`config.mk`:
```
export PLATFORM = sky130hd
export DESIGN_NAME = sdr_init_seq
export DESIGN_NICKNAME = d
export VERILOG_FILES = /design/src/rtl/sdr_init_seq.sv
export SDC_FILE = /design/constraint.sdc
export NUM_CORES = 1
export LEC_CHECK = 0
export CAP_MARGIN = 20
export CORE_MARGIN = 4
export CORE_UTILIZATION = 50
export DETAILED_ROUTE_END_ITERATION = 8
export PLACE_DENSITY = 0.72
export SLEW_MARGIN = 30
export SYNTH_ARGS = -nofsm -noshare
export SYNTH_HDL_FRONTEND = slang
export SYNTH_SLANG_ARGS = --single-unit
```
`constraint.sdc`:
```
create_clock -name sdram_clk -period 3.5 [get_ports sdram_clk]
set_input_delay 0.7 -clock sdram_clk [delete_from_list [all_inputs] [get_ports sdram_clk]]
set_output_delay 0.7 -clock sdram_clk [all_outputs]
set_load 0.02 [all_outputs]
```
`src/rtl/sdr_init_seq.sv`:
```
// SDR SDRAM power-up initialisation sequencer: NOP wait, PRECHARGE ALL, N x AUTO REFRESH,
// LOAD MODE REGISTER, then sdr_init_done. Optional re-init from DONE under SDR_INIT_REINIT_EN.
module sdr_init_seq #(
   parameter int unsigned SDR_BW       = 2,
   parameter int unsigned PWRUP_CYCLES = 100,
   parameter int unsigned TRP          = 2,
   parameter int unsigned TRFC         = 7,
   parameter int unsigned TMRD         = 2,
   parameter int unsigned NUM_REFRESH  = 2,
   parameter logic [12:0] MODE_REG     = 13'h033
) (
   input  logic              sdram_clk,
   input  logic              sdram_resetn,
`ifdef SDR_INIT_REINIT_EN
   input  logic              reinit_req,
`endif
   output logic              sdr_cke,
   output logic              sdr_cs_n,
   output logic              sdr_ras_n,
   output logic              sdr_cas_n,
   output logic              sdr_we_n,
   output logic [1:0]        sdr_ba,
   output logic [12:0]       sdr_addr,
   output logic [SDR_BW-1:0] sdr_dqm,
   output logic              sdr_init_done
);

   localparam logic [3:0] CmdDesel = 4'b1111;
   localparam logic [3:0] CmdNop   = 4'b0111;
   localparam logic [3:0] CmdPre   = 4'b0010;
   localparam logic [3:0] CmdRef   = 4'b0001;
   localparam logic [3:0] CmdLmr   = 4'b0000;

   localparam logic [12:0] PreAllAddr = 13'h0400;

   typedef enum logic [2:0] {
      StPwrupWait,
      StTrpWait,
      StTrfcWait,
      StTmrdWait,
      StDone
   } state_e;

   state_e             state_q;
   logic [15:0]        wait_q;
   logic [7:0]         ref_q;
   logic               cke_q;
   logic [3:0]         cmd_q;
   logic [1:0]         ba_q;
   logic [12:0]        addr_q;
   logic [SDR_BW-1:0]  dqm_q;
   logic               done_q;

   // Each wait state issues the following command itself once its counter hits zero, so a
   // one-cycle wait yields back-to-back commands.
   always_ff @(posedge sdram_clk) begin
      if (!sdram_resetn) begin
         state_q <= StPwrupWait;
         wait_q  <= '0;
         ref_q   <= '0;
         cke_q   <= 1'b0;
         cmd_q   <= CmdDesel;
         ba_q    <= '0;
         addr_q  <= '0;
         dqm_q   <= '1;
         done_q  <= 1'b0;
      end else begin
         cke_q  <= 1'b1;
         cmd_q  <= CmdNop;
         ba_q   <= '0;
         addr_q <= '0;
         dqm_q  <= '1;
         unique case (state_q)
            StPwrupWait: begin
               // Counts up from reset so the cycle index equals the counter value.
               if (wait_q == 16'(PWRUP_CYCLES)) begin
                  cmd_q   <= CmdPre;
                  addr_q  <= PreAllAddr;
                  wait_q  <= 16'(TRP - 1);
                  state_q <= StTrpWait;
               end else begin
                  wait_q <= wait_q + 16'd1;
               end
            end
            StTrpWait: begin
               if (wait_q == '0) begin
                  cmd_q   <= CmdRef;
                  ref_q   <= ref_q + 8'd1;
                  wait_q  <= 16'(TRFC - 1);
                  state_q <= StTrfcWait;
               end else begin
                  wait_q <= wait_q - 16'd1;
               end
            end
            StTrfcWait: begin
               if (wait_q == '0) begin
                  if (ref_q == 8'(NUM_REFRESH)) begin
                     cmd_q   <= CmdLmr;
                     addr_q  <= MODE_REG;
                     wait_q  <= 16'(TMRD - 1);
                     state_q <= StTmrdWait;
                  end else begin
                     cmd_q  <= CmdRef;
                     ref_q  <= ref_q + 8'd1;
                     wait_q <= 16'(TRFC - 1);
                  end
               end else begin
                  wait_q <= wait_q - 16'd1;
               end
            end
            StTmrdWait: begin
               if (wait_q == '0) begin
                  done_q  <= 1'b1;
                  state_q <= StDone;
               end else begin
                  wait_q <= wait_q - 16'd1;
               end
            end
            StDone: begin
`ifdef SDR_INIT_REINIT_EN
               if (reinit_req) begin
                  done_q  <= 1'b0;
                  cmd_q   <= CmdPre;
                  addr_q  <= PreAllAddr;
                  ref_q   <= '0;
                  wait_q  <= 16'(TRP - 1);
                  state_q <= StTrpWait;
               end
`endif
            end
            default: begin
               state_q <= StPwrupWait;
               wait_q  <= '0;
               ref_q   <= '0;
               done_q  <= 1'b0;
            end
         endcase
      end
   end

   assign sdr_cke                                  = cke_q;
   assign {sdr_cs_n, sdr_ras_n, sdr_cas_n, sdr_we_n} = cmd_q;
   assign sdr_ba                                   = ba_q;
   assign sdr_addr                                 = addr_q;
   assign sdr_dqm                                  = dqm_q;
   assign sdr_init_done                            = done_q;

endmodule

```
==> results.ini <==
[run_status]
outcome=finished, final reports clean

[power]
power.leakage_uw=0.000917
seqPwrFrac=0.300
p_switching_uw=870
power_density_nw_per_um2=711
p_sw_frac=0.468
ir_worst_vdd_v=0.000286
clockPowerShare=0.200
combPwrFrac=0.500
p_int_uw=987

[clocking]
clk_latency_ns=0.29
hold_buffers=0
cts_tree=done
cts_setup_buffers=0
clock-sinks=35
cts.repair.resized=0
clk_path_buf_depth=2
h-tree-depth=2
clk_pin_slew_ns=0.08
cts_buffers=5
root_buffer=clkbuf_8

[global_routing]
grt_max_degree=18
first_global_vias=2106
grt_pass1_wl_mm=9.98
gr-usage-all-layers=0.198
grt_remaining_overflow=0
antenna_found_initial=0

[detailed_routing]
first_iter_violations=190
drc=0
wirelength_mm=5.87
vias=2291
wire_per_inst_microns=15.5
dr.pass1.iters=5
routed_via_density=6.06
ant_nets=0

[cells_and_area]
layout.cells.non_filler=378
antenna_cells=0
final_core_util=0.542
drive_above_1_share=0.0900
area_delta_synth_final_pct=2.45
nFillCells=478
final_nets=317

[floorplanning]
rows=25
die_h_microns=79.4
ios=25
fp.dieArea_sq_um=6300
design.core.area_sq_um=4820
initial_utilization=0.529
die_x_microns=79.4

[logic_synthesis]
synth.most_common_cell=nor2_1
synth-edff-count=0
synth_cell_types=62
synth_top_area_cell=dfxtp_1
synth.ff_latch_count=35
async_flop_share=0
syn_avg_cell_area_sq_um=8.12
ys.flop_type=dfxtp_1
synthTopCellsByCount=39 x nor2_1, 35 x dfxtp_1, 23 x nand2_1, 18 x a21oi_1
ys_seq_area_frac=0.275
synth.area.top_cells=dfxtp_1 27%, nor2_1 5.7%, buf_4 4.4%
ys_warn_count=0
synth_area_sq_um=2550
syn_inst=314
synth_top_area_share=0.275

[timing]
rsz0062_at_grt=no
drv_slew=0
max-slew-margin-rel=0.508
max_freq_ghz=0.391
fin_crit_ns=2.56
hold_violations=0
worst_hold_slack_ns=0.499
max_slew.worst_pin.slew_ns=0.738
setup_tns_ns=0
setup_violations=0
worst_clock_skew_ns=0.00286
finalCritPeriodShare=0.731

[critical_path]
slowest_stage=clkdlybuf4s50_1
setup.worst_path.start=sdram_resetn
slowest_delay_ns=0.56
r2r_end=wait_q[5]
critical_path.cell_chain=clkdlybuf4s50_1 > inv_1 > nor2_1 > o21a_1 > a31oi_1 > a21oi_1 > a22o_1
start_kind=input pin
path_class=input pin to flop
critPathTopFamily=compound AO/OA/AOI/OAI gates
endpoint=wait_q[11]
r2r-start=wait_q[0]
critPathCaptureType=flop
worst-path-buf-inv=2
r2r_cells=7
worstPathArrival_ns=2.80
cp.required_ns=3.74
cp.depth=7
path_max_fanout=11
r2r_slack_ns=1.00

[placement]
dp.cells=370
hpwlAfterDp_mm=4.10
port_buffers=12
gp_congestion=0.869

[flow_run]
max-cap-violations=0

[hold_path]
hp-class=flop to flop

[worst register-to-register path, delay by kind of cell, from the launching register on]
kind / cells / cell delay (ns)
buffers and inverters: 1 / 0.18
and+or+nand+nor: 3 / 0.67
adders and majority gates: 1 / 0.18
DFF: 1 / 0.39
AOI/OAI and AO/OA: 2 / 0.98
[logic make-up (layout without fill, tap and decap cells)]
| family | after synthesis | count (layout) | share of synthesized area |
|---|---|---|---|
| AO/OA/AOI/OAI | 71 | 71 | 0.198 |
| XOR/XNOR | 14 | 14 | 0.0481 |
| adder cells (fa/ha/maj) | 5 | 5 | 0.0245 |
| buffers and inverters | 43 | 30 | 0.131 |
| flip-flops | 35 | 35 | 0.275 |
| other | 2 | 12 | 0.00295 |
| AND/OR/NAND/NOR | 144 | 144 | 0.321 |
[routing by layer]
metal	track usage	wire length, microns	up-vias
met2	0.302	2660	111
met5	0	0	-
met3	0.0598	512	13
met4	0.0893	87	0
met1	0.257	2610	1057
li1	-	-	1110
[cell type report]
cell class | count | area (sq um) | area share
repair buffers | 13 | 128 | 0.0489
clock buffers | 5 | 68.8 | 0.0264
clock inverters | 3 | 43.8 | 0.0168
flip-flops and latches | 35 | 701 | 0.268
well taps | 67 | 83.8 | 0.0321
multi-input cells | 246 | 1550 | 0.595
inverters | 9 | 33.8 | 0.0129
[placed cells by master (no fill, tap or decap), drive strengths merged, types with 3 or more instances in the layout]
cell type       n
o31ai           3
nand3          10
a221oi          3
ha              5
xnor2          11
conb           12
inv             9
o221ai          4
clkbuf          5
clkdlybuf4s50  12
nand4           7
or3             5
nor4           14
and3            8
nor3           17
dfxtp          35
a22o            3
xor2            3
nand2b          6
nor2           40
nand2          24
a311oi          3
o21ai          19
nor4b           6
a21oi          20
[power by group through the flow]
| stage | clock network (uW) | registers [uW] | logic [uW] |
|---|---|---|---|
| finish | 372 | 557 | 927 |
| CTS | 382 | 553 | 911 |
| global route | 401 | 569 | 1030 |
| global placement | 0 | 562 | 904 |
| floorplan | 0 | 507 | 843 |
| detailed placement | 0 | 562 | 909 |
[registers in the layout, summed over array words and instances, names as in the netlist]
| name | flops |
|---|---|
| ref_q | 8 |
| sdr_addr | 2 |
| wait_q | 16 |
| cmd_q | 4 |
| state_q | 3 |
| sdr_cke | 1 |
| sdr_init_done | 1 |
[stage by stage]
| step | power, uW | cell area, sq um | setup slack [ns] |
|---|---|---|---|
| after global placement | 1470 | 2500 | 0.803 |
| final | 1860 | 2610 | 0.941 |
| after CTS | 1850 | 2610 | 1.02 |
| after global routing | 2000 | 2610 | 0.799 |
| after floorplan | 1350 | 2590 | 1.59 |
| after detailed placement | 1470 | 2500 | 0.718 |
[worst min path at each step]
stage,startpoint,end,cells after the start
detailed placement,sdr_init_done,sdr_init_done,2
global placement,sdr_init_done,sdr_init_done,2
CTS,sdr_init_done,sdr_init_done,2
finish,sdr_init_done,sdr_init_done,2
floorplan,ref_q[1],ref_q[1],2
global route,sdr_init_done,sdr_init_done,2
No activity file was read; power rests on OpenSTA's default activity.
